===== config.mk =====
export PLATFORM = sky130hd
export DESIGN_NAME = pi_loop_filter_flat
export DESIGN_NICKNAME = d
export VERILOG_FILES = /design/src/rtl/pi_loop_filter_pkg.sv /design/src/rtl/pi_loop_filter_if.sv /design/src/rtl/pi_loop_filter_lock_detector.sv /design/src/rtl/pi_loop_filter.sv /design/src/flat_wrapper.sv
export SDC_FILE = /design/constraint.sdc
export NUM_CORES = 1
export LEC_CHECK = 0
export ABC_AREA = 1
export BUFFER_PORTS_ARGS = -buffer_cell sky130_fd_sc_hd__buf_2
export CELL_PAD_IN_SITES_DETAIL_PLACEMENT = 1
export CELL_PAD_IN_SITES_GLOBAL_PLACEMENT = 1
export CORE_MARGIN = 2
export CORE_UTILIZATION = 42
export CTS_CLUSTER_DIAMETER = 30
export CTS_CLUSTER_SIZE = 12
export DETAILED_ROUTE_END_ITERATION = 6
export HOLD_SLACK_MARGIN = 0.08
export PLACE_DENSITY = 0.77
export SYNTH_ARGS = -nofsm -noshare
export SYNTH_HDL_FRONTEND = slang
export SYNTH_SLANG_ARGS = --single-unit

===== constraint.sdc =====
create_clock -name fpga_clk_i -period 5.86 [get_ports fpga_clk_i]
set_input_delay 0.586 -clock fpga_clk_i [delete_from_list [all_inputs] [get_ports fpga_clk_i]]
set_output_delay 0.586 -clock fpga_clk_i [all_outputs]
set_load 0.02 [all_outputs]

===== src/rtl/pi_loop_filter_pkg.sv =====
`default_nettype none
// ============================================================================
// Module      : pi_loop_filter_pkg
// Description : Shared definitions for the ADPLL PI loop filter: FSM state
//               encodings, default control-word geometry and the phase-error
//               sign convention used by the phase detector and the DCO.
// Revision    : 1.0  initial release
// ============================================================================
package pi_loop_filter_pkg;

    // Default DCO control-word geometry. CENTRE is the free-running code.
    localparam int DEFAULT_CTRL_WIDTH = 10;
    localparam int DEFAULT_CENTRE     = 512;

    // Phase-error sign convention: a positive error (DCO lagging the
    // reference) must raise the DCO control word.
    localparam int PE_SIGN_POSITIVE_RAISES_CTRL = 1;

    // Filter sequencer encodings, one cycle per state.
    localparam logic [1:0] C_ST_IDLE  = 2'd0;
    localparam logic [1:0] C_ST_INTEG = 2'd1;
    localparam logic [1:0] C_ST_SUM   = 2'd2;
    localparam logic [1:0] C_ST_OUT   = 2'd3;

    typedef enum logic [1:0] {
        ST_IDLE  = C_ST_IDLE,
        ST_INTEG = C_ST_INTEG,
        ST_SUM   = C_ST_SUM,
        ST_OUT   = C_ST_OUT
    } state_t;

endpackage
`default_nettype wire


===== src/rtl/pi_loop_filter_if.sv =====
`default_nettype none
// ============================================================================
// Module      : pi_loop_filter_if
// Description : Phase-detector / DCO side signals of the PI loop filter.
//               master : phase detector side (drives error, strobe, hold)
//               slave  : loop filter (drives DCO word and status flags)
//   pd_clock_cycles_i  signed phase error in fpga_clk cycles
//   pd_valid_i         one-cycle strobe for a new measurement
//   hold_i             freeze the integrator
//   dco_ctrl_o         registered DCO control word
//   dco_ctrl_valid_o   one-cycle pulse on control-word update
//   locked_o           loop in lock
//   saturated_o        last control word was clamped
//   overrun_o          measurement dropped while busy
// Revision    : 1.0  initial release
// ============================================================================
interface pi_loop_filter_if
    import pi_loop_filter_pkg::*;
#(
    parameter int PD_WIDTH   = 8,
    parameter int CTRL_WIDTH = DEFAULT_CTRL_WIDTH
);
    logic signed [PD_WIDTH-1:0] pd_clock_cycles_i;
    logic                       pd_valid_i;
    logic                       hold_i;
    logic [CTRL_WIDTH-1:0]      dco_ctrl_o;
    logic                       dco_ctrl_valid_o;
    logic                       locked_o;
    logic                       saturated_o;
    logic                       overrun_o;

    modport master (
        output pd_clock_cycles_i, pd_valid_i, hold_i,
        input  dco_ctrl_o, dco_ctrl_valid_o, locked_o, saturated_o, overrun_o
    );

    modport slave (
        input  pd_clock_cycles_i, pd_valid_i, hold_i,
        output dco_ctrl_o, dco_ctrl_valid_o, locked_o, saturated_o, overrun_o
    );
endinterface
`default_nettype wire


===== src/rtl/pi_loop_filter_lock_detector.sv =====
`default_nettype none
// ============================================================================
// Module      : pi_loop_filter_lock_detector
// Description : Counts consecutive small phase errors; lock is declared once
//               LOCK_COUNT in-tolerance samples have been seen in a row.
//   clk, rst   clock / async active-high reset
//   i_e        signed phase error
//   i_strobe   evaluate i_e this cycle
//   o_locked   counter has reached LOCK_COUNT
// Revision    : 1.0  initial release
// ============================================================================
module pi_loop_filter_lock_detector #(
    parameter int PD_WIDTH   = 8,
    parameter int LOCK_TOL   = 1,
    parameter int LOCK_COUNT = 16
) (
    input  wire logic                       clk,
    input  wire logic                       rst,
    input  wire logic signed [PD_WIDTH-1:0] i_e,
    input  wire logic                       i_strobe,
    output logic                            o_locked
);
    localparam int                  c_cnt_w   = $clog2(LOCK_COUNT + 1);
    localparam logic [c_cnt_w-1:0]  c_cnt_max = c_cnt_w'(LOCK_COUNT);
    localparam logic [PD_WIDTH:0]   c_tol     = (PD_WIDTH+1)'(LOCK_TOL);

    // One extra bit so the magnitude of the most negative input is exact.
    logic signed [PD_WIDTH:0] w_e_ext;
    logic        [PD_WIDTH:0] w_mag;
    logic                     w_in_tol;
    logic [c_cnt_w-1:0]       r_count;

    assign w_e_ext  = {i_e[PD_WIDTH-1], i_e};
    assign w_mag    = w_e_ext[PD_WIDTH] ? $unsigned(-w_e_ext) : $unsigned(w_e_ext);
    assign w_in_tol = (w_mag <= c_tol);

    always_ff @(posedge clk or posedge rst) begin
        if (rst) begin
            r_count <= '0;
        end else if (i_strobe) begin
            if (!w_in_tol) begin
                r_count <= '0;
            end else if (r_count != c_cnt_max) begin
                r_count <= r_count + 1'b1;
            end
        end
    end

    assign o_locked = (r_count == c_cnt_max);

endmodule
`default_nettype wire


===== src/rtl/pi_loop_filter.sv =====
`default_nettype none
// ============================================================================
// Module      : pi_loop_filter
// Description : ADPLL PI loop filter. Each phase-error strobe runs through
//               IDLE -> INTEG -> SUM -> OUT; the clamped control word and a
//               valid pulse appear in the OUT cycle (3 cycles after strobe).
//   fpga_clk_i  system clock
//   reset_i     async active-high reset
//   bus         pi_loop_filter_if.slave (error in, DCO word and flags out)
// Revision    : 1.0  initial release
// ============================================================================
module pi_loop_filter
    import pi_loop_filter_pkg::*;
#(
    parameter int PD_WIDTH   = 8,
    parameter int CTRL_WIDTH = DEFAULT_CTRL_WIDTH,
    parameter int FRAC_BITS  = 8,
    parameter int ACC_WIDTH  = 24,
    parameter int KP_SHIFT   = 2,
    parameter int KI_SHIFT   = 5,
    parameter int CENTRE     = DEFAULT_CENTRE,
    parameter int LOCK_TOL   = 1,
    parameter int LOCK_COUNT = 16
) (
    input  wire logic           fpga_clk_i,
    input  wire logic           reset_i,
    pi_loop_filter_if.slave     bus
);
    localparam logic signed [ACC_WIDTH-1:0] c_centre_fx =
        ACC_WIDTH'(CENTRE) <<< FRAC_BITS;
    // Integrator limits: the integrator alone can drive the output exactly
    // to either end of the control range, never beyond (anti-windup).
    localparam logic signed [ACC_WIDTH-1:0] c_i_max =
        ACC_WIDTH'((2**CTRL_WIDTH) - 1 - CENTRE) <<< FRAC_BITS;
    localparam logic signed [ACC_WIDTH-1:0] c_i_min = -c_centre_fx;
    localparam logic signed [ACC_WIDTH-1:0] c_q_max =
        ACC_WIDTH'((2**CTRL_WIDTH) - 1);
    localparam logic [CTRL_WIDTH-1:0] c_ctrl_max    = '1;
    localparam logic [CTRL_WIDTH-1:0] c_ctrl_centre = CTRL_WIDTH'(CENTRE);

    state_t                         r_state;
    logic signed [PD_WIDTH-1:0]     r_e;
    logic signed [ACC_WIDTH-1:0]    r_p;
    logic signed [ACC_WIDTH-1:0]    r_i_acc;
    logic [CTRL_WIDTH-1:0]          r_dco_ctrl;
    logic                           r_dco_valid;
    logic                           r_saturated;

    logic signed [ACC_WIDTH-1:0]    w_e_ext;
    logic signed [ACC_WIDTH-1:0]    w_p_term;
    logic signed [ACC_WIDTH-1:0]    w_i_term;
    logic signed [ACC_WIDTH-1:0]    w_i_sum;
    logic signed [ACC_WIDTH-1:0]    w_i_clamped;
    logic signed [ACC_WIDTH-1:0]    w_sum;
    logic signed [ACC_WIDTH-1:0]    w_q;
    logic [CTRL_WIDTH-1:0]          w_ctrl_next;
    logic                           w_sat_next;
    logic                           w_lock_strobe;
    logic                           w_locked;

    // ---------------------------------------------------------------- datapath
    assign w_e_ext  = {{(ACC_WIDTH-PD_WIDTH){r_e[PD_WIDTH-1]}}, r_e};
    assign w_p_term = w_e_ext <<< (FRAC_BITS - KP_SHIFT);
    assign w_i_term = w_e_ext <<< (FRAC_BITS - KI_SHIFT);
    assign w_i_sum  = r_i_acc + w_i_term;

    always_comb begin
        w_i_clamped = w_i_sum;
        if (w_i_sum > c_i_max) begin
            w_i_clamped = c_i_max;
        end else if (w_i_sum < c_i_min) begin
            w_i_clamped = c_i_min;
        end
    end

    // Formed during SUM from the integrator value written in INTEG.
    assign w_sum = c_centre_fx + r_p + r_i_acc;
    assign w_q   = w_sum >>> FRAC_BITS;

    always_comb begin
        w_ctrl_next = w_q[CTRL_WIDTH-1:0];
        w_sat_next  = 1'b0;
        if (w_q < 0) begin
            w_ctrl_next = '0;
            w_sat_next  = 1'b1;
        end else if (w_q > c_q_max) begin
            w_ctrl_next = c_ctrl_max;
            w_sat_next  = 1'b1;
        end
    end

    // ------------------------------------------------------------- sequencer
    // The output registers are loaded at the end of SUM so that the new word
    // and its valid pulse are visible throughout the OUT cycle.
    always_ff @(posedge fpga_clk_i or posedge reset_i) begin
        if (reset_i) begin
            r_state     <= ST_IDLE;
            r_e         <= '0;
            r_p         <= '0;
            r_i_acc     <= '0;
            r_dco_ctrl  <= c_ctrl_centre;
            r_dco_valid <= 1'b0;
            r_saturated <= 1'b0;
        end else begin
            r_dco_valid <= 1'b0;
            case (r_state)
                ST_IDLE: begin
                    if (bus.pd_valid_i) begin
                        r_e     <= bus.pd_clock_cycles_i;
                        r_state <= ST_INTEG;
                    end
                end
                ST_INTEG: begin
                    r_p <= w_p_term;
                    if (!bus.hold_i) begin
                        r_i_acc <= w_i_clamped;
                    end
                    r_state <= ST_SUM;
                end
                ST_SUM: begin
                    r_dco_ctrl  <= w_ctrl_next;
                    r_saturated <= w_sat_next;
                    r_dco_valid <= 1'b1;
                    r_state     <= ST_OUT;
                end
                ST_OUT: begin
                    r_state <= ST_IDLE;
                end
                default: begin
                    r_state <= ST_IDLE;
                end
            endcase
        end
    end

    // -------------------------------------------------------------- lock
    assign w_lock_strobe = (r_state == ST_INTEG);

    pi_loop_filter_lock_detector #(
        .PD_WIDTH   (PD_WIDTH),
        .LOCK_TOL   (LOCK_TOL),
        .LOCK_COUNT (LOCK_COUNT)
    ) u_lock_detector (
        .clk      (fpga_clk_i),
        .rst      (reset_i),
        .i_e      (r_e),
        .i_strobe (w_lock_strobe),
        .o_locked (w_locked)
    );

    // ------------------------------------------------------------- outputs
    assign bus.dco_ctrl_o       = r_dco_ctrl;
    assign bus.dco_ctrl_valid_o = r_dco_valid;
    assign bus.saturated_o      = r_saturated;
    assign bus.locked_o         = w_locked;
    // Dropped-sample flag must coincide with the offending strobe.
    assign bus.overrun_o        = bus.pd_valid_i && (r_state != ST_IDLE);

endmodule
`default_nettype wire

===== src/flat_wrapper.sv =====
// flat-port wrapper written by rule: the top's interface ports become plain ports
module pi_loop_filter_flat import pi_loop_filter_pkg::*;
#(
    parameter int PD_WIDTH   = 8,
    parameter int CTRL_WIDTH = DEFAULT_CTRL_WIDTH,
    parameter int FRAC_BITS  = 8,
    parameter int ACC_WIDTH  = 24,
    parameter int KP_SHIFT   = 2,
    parameter int KI_SHIFT   = 5,
    parameter int CENTRE     = DEFAULT_CENTRE,
    parameter int LOCK_TOL   = 1,
    parameter int LOCK_COUNT = 16
)
  (fpga_clk_i, reset_i, bus_pd_clock_cycles_i, bus_pd_valid_i, bus_hold_i, bus_dco_ctrl_o, bus_dco_ctrl_valid_o, bus_locked_o, bus_saturated_o, bus_overrun_o);
  pi_loop_filter_if #(.PD_WIDTH(PD_WIDTH), .CTRL_WIDTH(CTRL_WIDTH)) bus_i ();
  input  wire logic fpga_clk_i;
  input  wire logic reset_i;
  input wire logic [$bits(bus_i.pd_clock_cycles_i)-1:0] bus_pd_clock_cycles_i;
  input wire logic [$bits(bus_i.pd_valid_i)-1:0] bus_pd_valid_i;
  input wire logic [$bits(bus_i.hold_i)-1:0] bus_hold_i;
  output wire logic [$bits(bus_i.dco_ctrl_o)-1:0] bus_dco_ctrl_o;
  output wire logic [$bits(bus_i.dco_ctrl_valid_o)-1:0] bus_dco_ctrl_valid_o;
  output wire logic [$bits(bus_i.locked_o)-1:0] bus_locked_o;
  output wire logic [$bits(bus_i.saturated_o)-1:0] bus_saturated_o;
  output wire logic [$bits(bus_i.overrun_o)-1:0] bus_overrun_o;
  assign bus_i.pd_clock_cycles_i = bus_pd_clock_cycles_i;
  assign bus_i.pd_valid_i = bus_pd_valid_i;
  assign bus_i.hold_i = bus_hold_i;
  assign bus_dco_ctrl_o = bus_i.dco_ctrl_o;
  assign bus_dco_ctrl_valid_o = bus_i.dco_ctrl_valid_o;
  assign bus_locked_o = bus_i.locked_o;
  assign bus_saturated_o = bus_i.saturated_o;
  assign bus_overrun_o = bus_i.overrun_o;
  pi_loop_filter #(.PD_WIDTH(PD_WIDTH), .CTRL_WIDTH(CTRL_WIDTH), .FRAC_BITS(FRAC_BITS), .ACC_WIDTH(ACC_WIDTH), .KP_SHIFT(KP_SHIFT), .KI_SHIFT(KI_SHIFT), .CENTRE(CENTRE), .LOCK_TOL(LOCK_TOL), .LOCK_COUNT(LOCK_COUNT)) u_core (.fpga_clk_i(fpga_clk_i), .reset_i(reset_i), .bus(bus_i));
endmodule

# --- After elaboration in Yosys (flattened, before gate mapping) ---
# Index checks and enable logic that the tools add are counted.
word_totals:
  register_bits: 59
  output_inout_bits: 14
  elab_cells: 44
  in_bits: 12
op_classes:
  n_bitwise: 1
  eq_ne: 7
  add_sub_neg: 5
  muxes: 12
  order_cmp: 5
  n_reduce_logical: 6
op_table:
  columns: ["cell", "n"]
  rows:
  - ["two-way mux 24 bit", 2]
  - ["adder 20 x 24 -> 24 bit", 1]
  - ["adder 24 x 11 -> 24 bit", 1]
  - ["> comparator 24 x 18 -> 1 bit (second input constant)", 1]
  - ["less-than comparator 24 x 18 -> 1 bit (second input constant)", 1]
  - ["adder 19 x 14 -> 20 bit (first input constant)", 1]
  - ["two-way mux 10 bit", 2]
  - ["> comparator 16 x 11 -> 1 bit (second input constant)", 1]
  - ["less-than comparator 16 x 1 -> 1 bit (second input constant)", 1]
  - ["two-way mux 5 bit", 2]
  - ["less-or-equal comparator 9 x 1 -> 1 bit (second input constant)", 1]
  - ["two-way mux 9 bit", 1]
  - ["negation 8 -> 9 bit", 1]
  - ["one-hot mux 2 bit (4 select lines)", 1]
  - ["AND reduction 2 bit", 3]
  - ["adder 5 x 1 -> 5 bit (second input constant)", 1]
  - ["equality test 5 bit (second input constant)", 1]
  - ["inequality test 5 bit (second input constant)", 1]
  - ["equality test 2 bit (second input constant)", 2]
  - ["two-way mux 1 bit", 3]
  - ["equality test 2 x 1 -> 1 bit (second input constant)", 1]
  - ["logical NOT 2 bit", 1]
  - ["two-way mux 2 bit", 1]
  - ["inequality test 2 x 1 -> 1 bit (second input constant)", 1]
  - ["4 further kinds", 4]

# --- Depth between registers and ports, before layout ---
depth:
  depth_word: 5
  depth_mapped: 22
  ltp_nobuf: 21

# --- By module ---
# A second synthesis with hierarchy kept.
hier_totals:
  hier_cells: 770
  hier_area_um2: 5129.9
modules_own_cells:
  columns: ["module", "seq_area_each_um2", "instances", "cells_each", "area_per_inst_um2"]
  rows:
  - ["pi_loop_filter", 1277.5, 1, 710, 4722.0]
  - ["pi_loop_filter_lock_detector", 125.1, 1, 60, 407.9]

# --- Worst setup path before layout ---
# Ideal clock, no wire load.
synth_path:
  path_kind: "register -> register"
  start: "register u_core.r_e[7]"
  end: "register u_core.r_i_acc[17]"
  synth_period_minus_slack_ps: 3006
  arrival_time_ps: 2889
  slack_ps: 2854
  path_stages_with_launch: 23
  cell_sequence: "dfrtp_1 > ha_1 > nand2_2 > inv_1 > nand2_1 > nand2_1 > inv_1 > nand3_2 > nand2_2 > nand2_2 > nand2_2 > nand2_4 > xor2_4 > a21oi_1 > nand3_1 > ha_1 > inv_1 > clkbuf_1 > nand2_1 > nand2_1 > inv_1 > nand2_2 > nand2_1"
synth_via:
  elab_chain_cells: 4
  elab_cells_between_ends: 5
  classes_between: "add/sub (1); order compare (2); mux (2)"
synth_lines:
  columns: ["item", "line_no", "rtl"]
  rows:
  - ["from (decl)", "pi_loop_filter.sv:42", "logic signed [PD_WIDTH-1:0] r_e;"]
  - ["from (signal assigned)", "pi_loop_filter.sv:109", "r_e <= bus.pd_clock_cycles_i;"]
  - ["adder 24 x 11 -> 24 bit (*)", "pi_loop_filter.sv:65", "assign w_i_sum = r_i_acc + w_i_term;"]
  - ["less-than comparator 24 x 18 -> 1 bit", "pi_loop_filter.sv:71", "end else if (w_i_sum < c_i_min) begin"]
  - ["two-way mux 24 bit", "pi_loop_filter.sv:71", null]
  - ["two-way mux 24 bit (*)", "pi_loop_filter.sv:69", "if (w_i_sum > c_i_max) begin"]
  - ["to (signal assigned)", "pi_loop_filter.sv:116", "r_i_acc <= w_i_clamped;"]
  - ["to (decl)", "pi_loop_filter.sv:44", "logic signed [ACC_WIDTH-1:0] r_i_acc;"]
# Every way passes the cells marked *; elsewhere a longest branch is shown, timed or not.
# A chain may end at the register's enable or synchronous reset.

# --- Worst setup path in the final report ---
layout_path:
  start: "register u_core.r_e[7]"
  end: "register u_core.r_i_acc[5]"
# Same word-level chain as after synthesis.

==> flow_summary.toml <==
[synth]
synth_warnings = 0
yosysTopAreaCellShare_pct = 27.3
synth.largest_area_cell = "dfrtp_1"
syn_nets = 821
syn_inst = 749
synthTopCellsByArea = "dfrtp_1 27%, nand2_1 20%, ha_1 14%, inv_1 7.4%, nand3_1 4.5%"
ys_types = 38
avgSynthCellArea_sq_um = 6.74
syn_area_sq_um = 5050
ys_seq_area_share_pct = 27.8
ys_seq_elements = 56

[global_routing]
use_met3_pct = 2.50
first_global_vias = 5108
met1_usage_pct = 28.5
grt_pass1_wl_mm = 23.7
busiest_layer = "met2"
grt_use_total_pct = 22.5
grt_start_max_net_pins = 57
met2_usage_pct = 40.8
gr-total-overflow = 0
antenna_found_initial = 0

[clock_network]
cts_buffer_depth = 2
tritoncts = "done"
cts_root_buf = "clkbuf_16"
cts_buffers = 5
clock_sinks = 56
cts.clk_slew.worst_paths_ps = 80
clk_latency_ps = 300
htreeDepth = 2
ctsHoldBuffers = 0
cts_resized = 0
cts_setup_buffers = 0

[place]
dp_hpwl_mm = 11.1
gp_congestion = 0.869
port_buffers = 25
preCtsSetupSlack_ps = 2200

[critical_path]
slowest_delay_ps = 780
end_kind = "register"
worst-path-max-fanout = 16
path_buf_inv = 3
required_ps = 6100
r2r_cells = 20
crit_cells = 20
cp_cell_sequence = "ha_1 -> nand2_2 -> inv_1 -> nand2_1 -> nand2_1 -> inv_1 -> nand3_2 -> nand2_2 -> nand2_2 -> nand2_2 -> nand2_4 -> xor2_4 -> a21oi_1 -> nand3_1 -> ha_1 -> inv_1 -> nand2_1 -> nor3_1 -> nand2_1 -> nand2_1"
worstSetupStartpointType = "register"
cp_slowest_cell = "dfrtp_1"
cp_top_family = "simple AND/OR/NAND/NOR gates"
cp_data_arrival_time_ps = 3930
cp_common_cell = "nand2_1"
crit_type = "reg -> reg"

[die]
fp-row-count = 40
io_pins = 26
die_h_microns = 114
fp.dieArea_sq_um = 12900
design.core.area_sq_um = 11900
start_util_pct = 42.6
fp.dieW_microns = 114

[route]
drt_first_pass_iters = 4
vias = 4831
ant_nets = 0
wl_per_cell_microns = 14.6
wirelength_mm = 13.4
drc = 0
vias_per_cell = 5.25
first_iter_violations = 142

[timing]
rsz0062_at_grt = "no"
timing.final.crit_share_pct = 62.9
report.final.slew_viol_count = 0
max_freq_mhz = 271
relSlewSlack_pct = 48.2
finalSetupViolCount = 0
tns_ps = 0
fin_ws_ps = 2170
worst_pin_slew_ps = 775
hold_violations = 0
finalCriticalPeriod_ps = 3690
holdWs_ps = 475
clock_skew_ps = 4.35

[flow_run]
cap_violations = 0

[run_status]
status = "finished, final reports clean"

[finish]
utilization_pct = 46.3
layout-drive-gt1-share_pct = 8.80
syn2layout_area_growth_pct = 8.70
layout.nets = 844
n_antenna_cell = 0
layout_common_cells = "270 x nand2_1, 98 x inv_1, 58 x ha_1, 55 x dfrtp_1, 51 x nor2_1"
mostFrequentLayoutCell = "nand2_1"

[worst_hold_path]
hold_class = "reg -> reg"
min_path_cells = 2
[cells in the mapped netlist, drive strengths merged]
cell type / count
nand2: 285
inv: 100
ha: 58
dfrtp: 55
nor2: 54
nand3: 51
a21oi: 38
o21ai: 23
nand4: 18
nor3: 11
xor2: 11
xnor2: 8
buf: 6
clkbuf: 5
o21bai: 5
nand3b: 4
mux2: 3
a21o: 2
fa: 2
nor4: 2
o31ai: 2
a21boi: 1
and2: 1
clkinv: 1
dfstp: 1
nor2b: 1
o21a: 1
[tightest hold or removal path: stages, from the launching register on]
cell     delay, ps
dfstp_2        370
nand2_1         60
nand2_1         50
[path summary, 6_finish.rpt]
path / startpoint / endpoint / slack [ps]
max: u_core.r_e[7] / u_core.r_i_acc[5] / 2170
min: u_core.bus.dco_ctrl_o[9] / u_core.bus.dco_ctrl_o[9] / 470
max reg2reg: u_core.r_e[7] / u_core.r_i_acc[5] / 2170
min reg2reg: u_core.bus.dco_ctrl_o[9] / u_core.bus.dco_ctrl_o[9] / 470
max in group asynchronous: reset_i / u_core.r_i_acc[21] / 4920
min in group asynchronous: reset_i / u_core.u_lock_detector.r_count[0] / 480
[sequential cells by signal, indices dropped and copies added, names as in the netlist]
register and flops:
u_core.bus.dco_ctrl_o 10, u_core.bus.dco_ctrl_valid_o 1, u_core.bus.saturated_o 1, u_core.r_e 8, u_core.r_i_acc 21, u_core.r_p 8, u_core.r_state 2, u_core.u_lock_detector.r_count 5
[through the flow]
step	std cells	area (sq um)
3_5_place_dp	912	5320
6_report	920	5490
2_1_floorplan	749	5050
5_1_grt	920	5490
4_1_cts	920	5490
3_3_place_gp	912	5320
[layout make-up]
cell class	instances	area [sq um]
Clock buffer	5	125
Clock inverter	3	46.3
Fill cell	1608	6370
Inverter	101	379
Multi-Input combinational cell	581	3210
Sequential cell	56	1400
Tap cell	147	184
Timing Repair Buffer	27	140
[routing by layer]
metal / up-vias / routed length, microns
met5: - / 0
met4: 0 / 281
met3: 22 / 193
met2: 48 / 6670
met1: 2314 / 6280
li1: 2447 / -
[cells by family (layout without fill, tap and decap cells)]
family                     count (synthesis)  after routing  share of synthesized area, %
muxes                                      3              3                         0.669
adders and majority gates                 60             60                          15.2
buffers and inverters                    112            136                          8.62
AOI/OAI and AO/OA                         72             72                          7.83
DFF                                       56             56                          27.8
and+or+nand+nor                          427            427                          36.3
xor gates and xnor gates                  19             19                          3.67
Power is not shown: default switching activity piles up to over one toggle a cycle in this logic, so the estimate is an artifact.
